$ cat config.mk
export PLATFORM = sky130hd
export DESIGN_NAME = or1200_cl_dec_xor
export DESIGN_NICKNAME = d
export VERILOG_FILES = /design/src/rtl/or1200_cl_dec_xor.sv
export SDC_FILE = /design/constraint.sdc
export NUM_CORES = 1
export LEC_CHECK = 0
export BUFFER_PORTS_ARGS = -buffer_cell sky130_fd_sc_hd__buf_2
export CAP_MARGIN = 20
export CORE_MARGIN = 2
export CORE_UTILIZATION = 27
export DETAILED_ROUTE_END_ITERATION = 10
export PLACE_DENSITY = 0.44
export REMOVE_ABC_BUFFERS = 1
export SLEW_MARGIN = 20
export SYNTH_ARGS = -nofsm -noshare
export SYNTH_HDL_FRONTEND = slang
export SYNTH_SLANG_ARGS = --single-unit
$ cat constraint.sdc
create_clock -name clk -period 3.35 [get_ports clk]
set_input_delay 0.335 -clock clk [delete_from_list [all_inputs] [get_ports clk]]
set_output_delay 0.335 -clock clk [all_outputs]
set_load 0.005 [all_outputs]
$ cat src/rtl/or1200_cl_dec_xor.sv
// Cache-line refill decryptor: XORs refill words with latched pads.
// Ports: clk/rst, refill/enc control, bus words in, data-cache words out.
module or1200_cl_dec_xor #(
  parameter int LINE_WORDS = 8,
  parameter int DW         = 32,
  parameter int CW         = 4
) (
  input  logic          clk,
  input  logic          rst,
  input  logic          secure_exec,
  input  logic          refill_start,
  input  logic          enc_done,
  input  logic [127:0]  enc_pad_1,
  input  logic [127:0]  enc_pad_2,
  input  logic [DW-1:0] bus_dat_i,
  input  logic          bus_ack_i,
  input  logic          dc_ready_i,
  output logic [DW-1:0] dc_dat_o,
  output logic          dc_valid_o,
  output logic          busy_o,
  output logic          line_done_o,
  output logic          err_o
);

  typedef enum logic [1:0] {
    IDLE,
    WAIT_PAD,
    STREAM,
    FLUSH
  } state_t;

  localparam logic [CW-1:0] LAST = CW'(LINE_WORDS - 1);
  localparam logic [CW-1:0] FULL = CW'(LINE_WORDS);

  state_t          state_q;
  logic            mode_q;
  logic            pad_valid_q;
  logic [127:0]    pad1_q;
  logic [127:0]    pad2_q;
  logic [CW-1:0]   in_cnt_q;
  logic [CW-1:0]   out_cnt_q;
  logic [DW-1:0]   mem_q [LINE_WORDS];

  logic [255:0]    pads;
  logic [DW-1:0]   head;
  logic [DW-1:0]   slice;
  logic            busy;
  logic            empty;
  logic            valid;
  logic            push;
  logic            pop;

  assign pads  = {pad1_q, pad2_q};
  assign busy  = state_q != IDLE;
  // in_cnt/out_cnt double as write/read pointers: one line fills once.
  assign empty = in_cnt_q == out_cnt_q;
  assign valid = (state_q == STREAM) & ~empty
               & (pad_valid_q | ~mode_q);
  assign push  = bus_ack_i & busy & (in_cnt_q < FULL);
  assign pop   = valid & dc_ready_i;

  always_comb begin
    head  = '0;
    slice = '0;
    for (int i = 0; i < LINE_WORDS; i++) begin
      if (out_cnt_q == CW'(i)) begin
        head  = mem_q[i];
        slice = pads[255-32*i -: 32];
      end
    end
  end

  assign dc_valid_o  = valid;
  assign dc_dat_o    = valid ? (head ^ (mode_q ? slice : '0)) : '0;
  assign busy_o      = busy;
  assign line_done_o = state_q == FLUSH;
  assign err_o       = (refill_start & busy)
                     | (bus_ack_i & (~busy | (in_cnt_q == FULL)));

  always_ff @(posedge clk) begin
    if (push) begin
      for (int i = 0; i < LINE_WORDS; i++) begin
        if (in_cnt_q == CW'(i)) mem_q[i] <= bus_dat_i;
      end
    end
  end

  always_ff @(posedge clk) begin
    if (rst) begin
      state_q     <= IDLE;
      mode_q      <= 1'b0;
      pad_valid_q <= 1'b0;
      pad1_q      <= '0;
      pad2_q      <= '0;
      in_cnt_q    <= '0;
      out_cnt_q   <= '0;
    end else begin
      if (push) in_cnt_q <= in_cnt_q + 1'b1;
      if (pop) out_cnt_q <= out_cnt_q + 1'b1;
      unique case (state_q)
        IDLE: begin
          if (refill_start) begin
            in_cnt_q  <= '0;
            out_cnt_q <= '0;
            mode_q    <= secure_exec;
            if (!secure_exec) begin
              state_q <= STREAM;
            end else if (enc_done) begin
              pad1_q      <= enc_pad_1;
              pad2_q      <= enc_pad_2;
              pad_valid_q <= 1'b1;
              state_q     <= STREAM;
            end else begin
              state_q <= WAIT_PAD;
            end
          end
        end
        WAIT_PAD: begin
          if (enc_done) begin
            pad1_q      <= enc_pad_1;
            pad2_q      <= enc_pad_2;
            pad_valid_q <= 1'b1;
            state_q     <= STREAM;
          end
        end
        STREAM: begin
          if (pop && out_cnt_q == LAST) state_q <= FLUSH;
        end
        FLUSH: begin
          pad_valid_q <= 1'b0;
          state_q     <= IDLE;
        end
        default: state_q <= IDLE;
      endcase
    end
  end

endmodule

==> results.md <==
- Status: finished, final reports clean
- Fmax achieved: ~300 MHz
- Cell Pwr Density: between 500 and 600 mW/mm^2
- Final Cell Area: about 0.032 mm^2
- ANT cells: 0
- RePlAce Congestion: 0.890
- Worst slew pin tran: 618 ps
- Die Ht: around 290 um
- Commonest non-fill, non-tap cells in the layout: nand2_1 (527), a21oi_1 (377), buf_2 (328)
- Crit-path max cell delay: about 370 ps
- Worst r2r src: state_q[0]$_SDFFE_PP0P_
- Element type at the critical path end: output pin
- Drt pass-1 iters: 6
- Clock skew: approximately 17 ps
- Avg WL per Cell: 22.6 um
- GRT overflow: 0
- Sw frac: 26.3%
- Fill count: around 8000
- Min-Delay Startpoint: enc_pad_1[111]
- YS warnings: 0
- CTS tree: done
- Clk buf depth: 3
- Final worst-path cycle share: between 90% and 100%
- Clock-pin slew on the worst setup and hold paths: roughly 60 ps
- Largest net degree at the start of global routing: 93
- Worst-path fanout max: 14
- Drt via density: just over 5
- Vias in the first global route: around 20000
- Crit path max-delay family: compound AO/OA/AOI/OAI gates
- FF+latch count, synth: 524
- Switch Pwr: 4.16 mW
- Fin Setup TNS: 0 ps
- Mapped Area: roughly 0.022 mm^2
- RSZ-0062 raised after global routing: true
- Drt drc: 0
- Final Max Slew Viols: 0
- Post-synth EDFFs: 256
- Critical path type: reg -> out
- CP bufs+invs: 4
- Rel. slew slack: around 60%
- Final min period: roughly 3300 ps
- First DRT Iteration DRCs: ~1400
- Cell type with the largest total area after synthesis: edfxtp_1
- Vias: ~20000
- Post-DP HPWL: 55600 um
- Hold crit path type: in -> reg
- Htree depth: 2
- Root buffer cell: clkbuf_16
- CP Cell Sequence: buf_6 > ha_4 > buf_12 > buf_16 > a221o_1 > a221oi_2 > o22ai_2 > xor2_1 > nor2_2 > buf_2
- Comb power frac: roughly 14%
- Fin nets: 3183
- CP Data Arrival Time: about 3000 ps
- Num CTS Buffers: just under 60
- Register area share after synthesis: roughly 60%
- Final wirelength: between 90000 and 100000 um
- Initial antenna violation count: 8
- Commonest non-fill, non-tap cell in the layout: nand2_1
- Die W: about 290 um
- Crit start category: flop
- Dpl cell area: roughly 0.025 mm^2
- Clock insertion delay at the later pin of the skew report: between 600 and 700 ps
- Die area: 0.0846 mm^2
- PortBufs: 330
- Cells after Synth: about 2300
- Hold Fails Final Rpt: 0
- Clock sinks: roughly 520
- Starting density of the core: between 20% and 30%
- Top-area cell type share of the netlist area: 34.6%
- # rows: roughly 110
- P_leak: 11.1 nW
- Ys async rst share: 0%
- Maximum VDD drop: ~0.00043 V
- Synth cell types: 54
- Crit path launch: out_cnt_q[0]$_SDFF_PP0_
- # IOs: 331
- First-pass GRT wire length: around 130000 um
- Antenna viol nets, final: 0
- Clk network pwr share: 40.0%
- Reg power frac: a little under half
- Required @ worst endpoint: about 3000 ps
- Crit-path slowest cell: a221o_1
- GRT Total Usage: between 20% and 30%
- Max_cap viols: 0
- Area Overhead vs Synth: 41.7%
- Syn avg cell area: between 9 and 10 um^2
- Final setup violation count: 0
- Core outline area: 0.0818 mm^2
- Top post-synthesis cells by area: edfxtp_1 (35%), dfxtp_1 (24%), nand2_1 (8.9%), a21oi_1 (8.6%), a221oi_1 (2.8%)
- Share of layout cells above drive strength 1: roughly 24%
- Internal Power: roughly 12 mW
- Fin util: 38.5%
- Top_reg_cell synth: dfxtp_1
## logic make-up (layout without fill, tap and decap cells)
kind of cell | count (synthesis) | in the layout | synth area share, %
compound gates | 758 | 758 | 21.1
xor+xnor | 39 | 39 | 1.54
fa+ha+maj | 12 | 12 | 0.675
buf+inv | 256 | 882 | 4.87
flops | 524 | 524 | 58.7
mux | 3 | 3 | 0.146
simple gates | 702 | 703 | 12.9
## synthesized netlist by cell type, types with 8 or more instances
master       n
buf_2       88
a31oi_1      9
a311oi_1    24
a221oi_1    70
nand2_1    528
a221o_1     24
o2111ai_1   30
nand2b_1    31
o21ai_0     66
dfxtp_1    268
a22oi_1     27
and2_1      28
xnor2_1     14
edfxtp_1   256
xor2_1      25
nor3_1       8
nor2_1      86
inv_1       49
clkbuf_1   109
o22ai_1     95
ha_1        12
a211o_1     13
a21oi_1    382
## state kept, by name (all words and copies together) (netlist names)
| signal | cells |
|---|---|
| mem_q | 256 |
| pad1_q | 128 |
| pad2_q | 128 |
| in_cnt_q | 4 |
| out_cnt_q | 4 |
| state_q | 2 |
| mode_q | 1 |
| pad_valid_q | 1 |
## metal layers
metal	global-route usage, %	vias to the layer above	share of wire, %
met5	0	-	0.074
met4	6.55	10	2.8
met3	3.05	128	5.6
met2	33.3	661	48
met1	26.9	9897	44
li1	-	9411	-
## worst reg2reg max path, delay by kind of cell, from the launching register on
family,cells,cell delay [ps]
DFF,1,370
buffers and inverters,2,600
adders and majority gates,1,300
and+or+nand+nor,3,1000
## cell type report
cell class	instances	area (um^2)	share of cell area, %
multi-input cells	1515	9010	28.6
well taps	1070	1340	4.25
clock inverters	20	245	0.778
inverters	50	203	0.643
flip-flops and latches	524	13100	41.4
repair buffers	727	6040	19.2
clock buffers	85	1610	5.12
## what timing repair did
action                                  in CTS  in global routing
resized for setup                           87                112
gates cloned                                 7                  9
endpoints found under the setup margin      32                 32
pin swaps                                   24                 60
hold buffers                               255                  0
buffers inserted                            14                 30
endpoints found under the hold margin      448                  0
## stage by stage
step	setup WS, ps	hold WS [ps]	power [mW]	std cells
CTS	-92.3	0.140	15.9	3954
detailed placement	128	443	9.25	3573
global placement	149	440	9.21	3573
floorplan	-6180	404	8.37	2088
global route	-90.3	4.55	16.4	3991
finish	14.9	11.2	15.8	3991
## worst paths after layout
kind	cells after the start	to	slack (ps)
setup / recovery	10	dc_dat_o[2]	10
hold / removal	3	pad1_q[111]$_SDFFE_PP0P_	10
setup reg to reg	6	mem_q[0][71]$_DFFE_PP_	700
hold reg to reg	2	pad1_q[81]$_SDFFE_PP0P_	450
## power groups by stage
stage	Clock, mW	Combinational, mW	Sequential (mW)
after floorplan	0	1.04	7.33
after global placement	0	1.83	7.38
after detailed placement	0	1.86	7.39
after CTS	6.47	2.16	7.25
after global routing	6.70	2.40	7.30
final	6.33	2.21	7.27
Note: power is estimated with default switching activity, not from simulation.
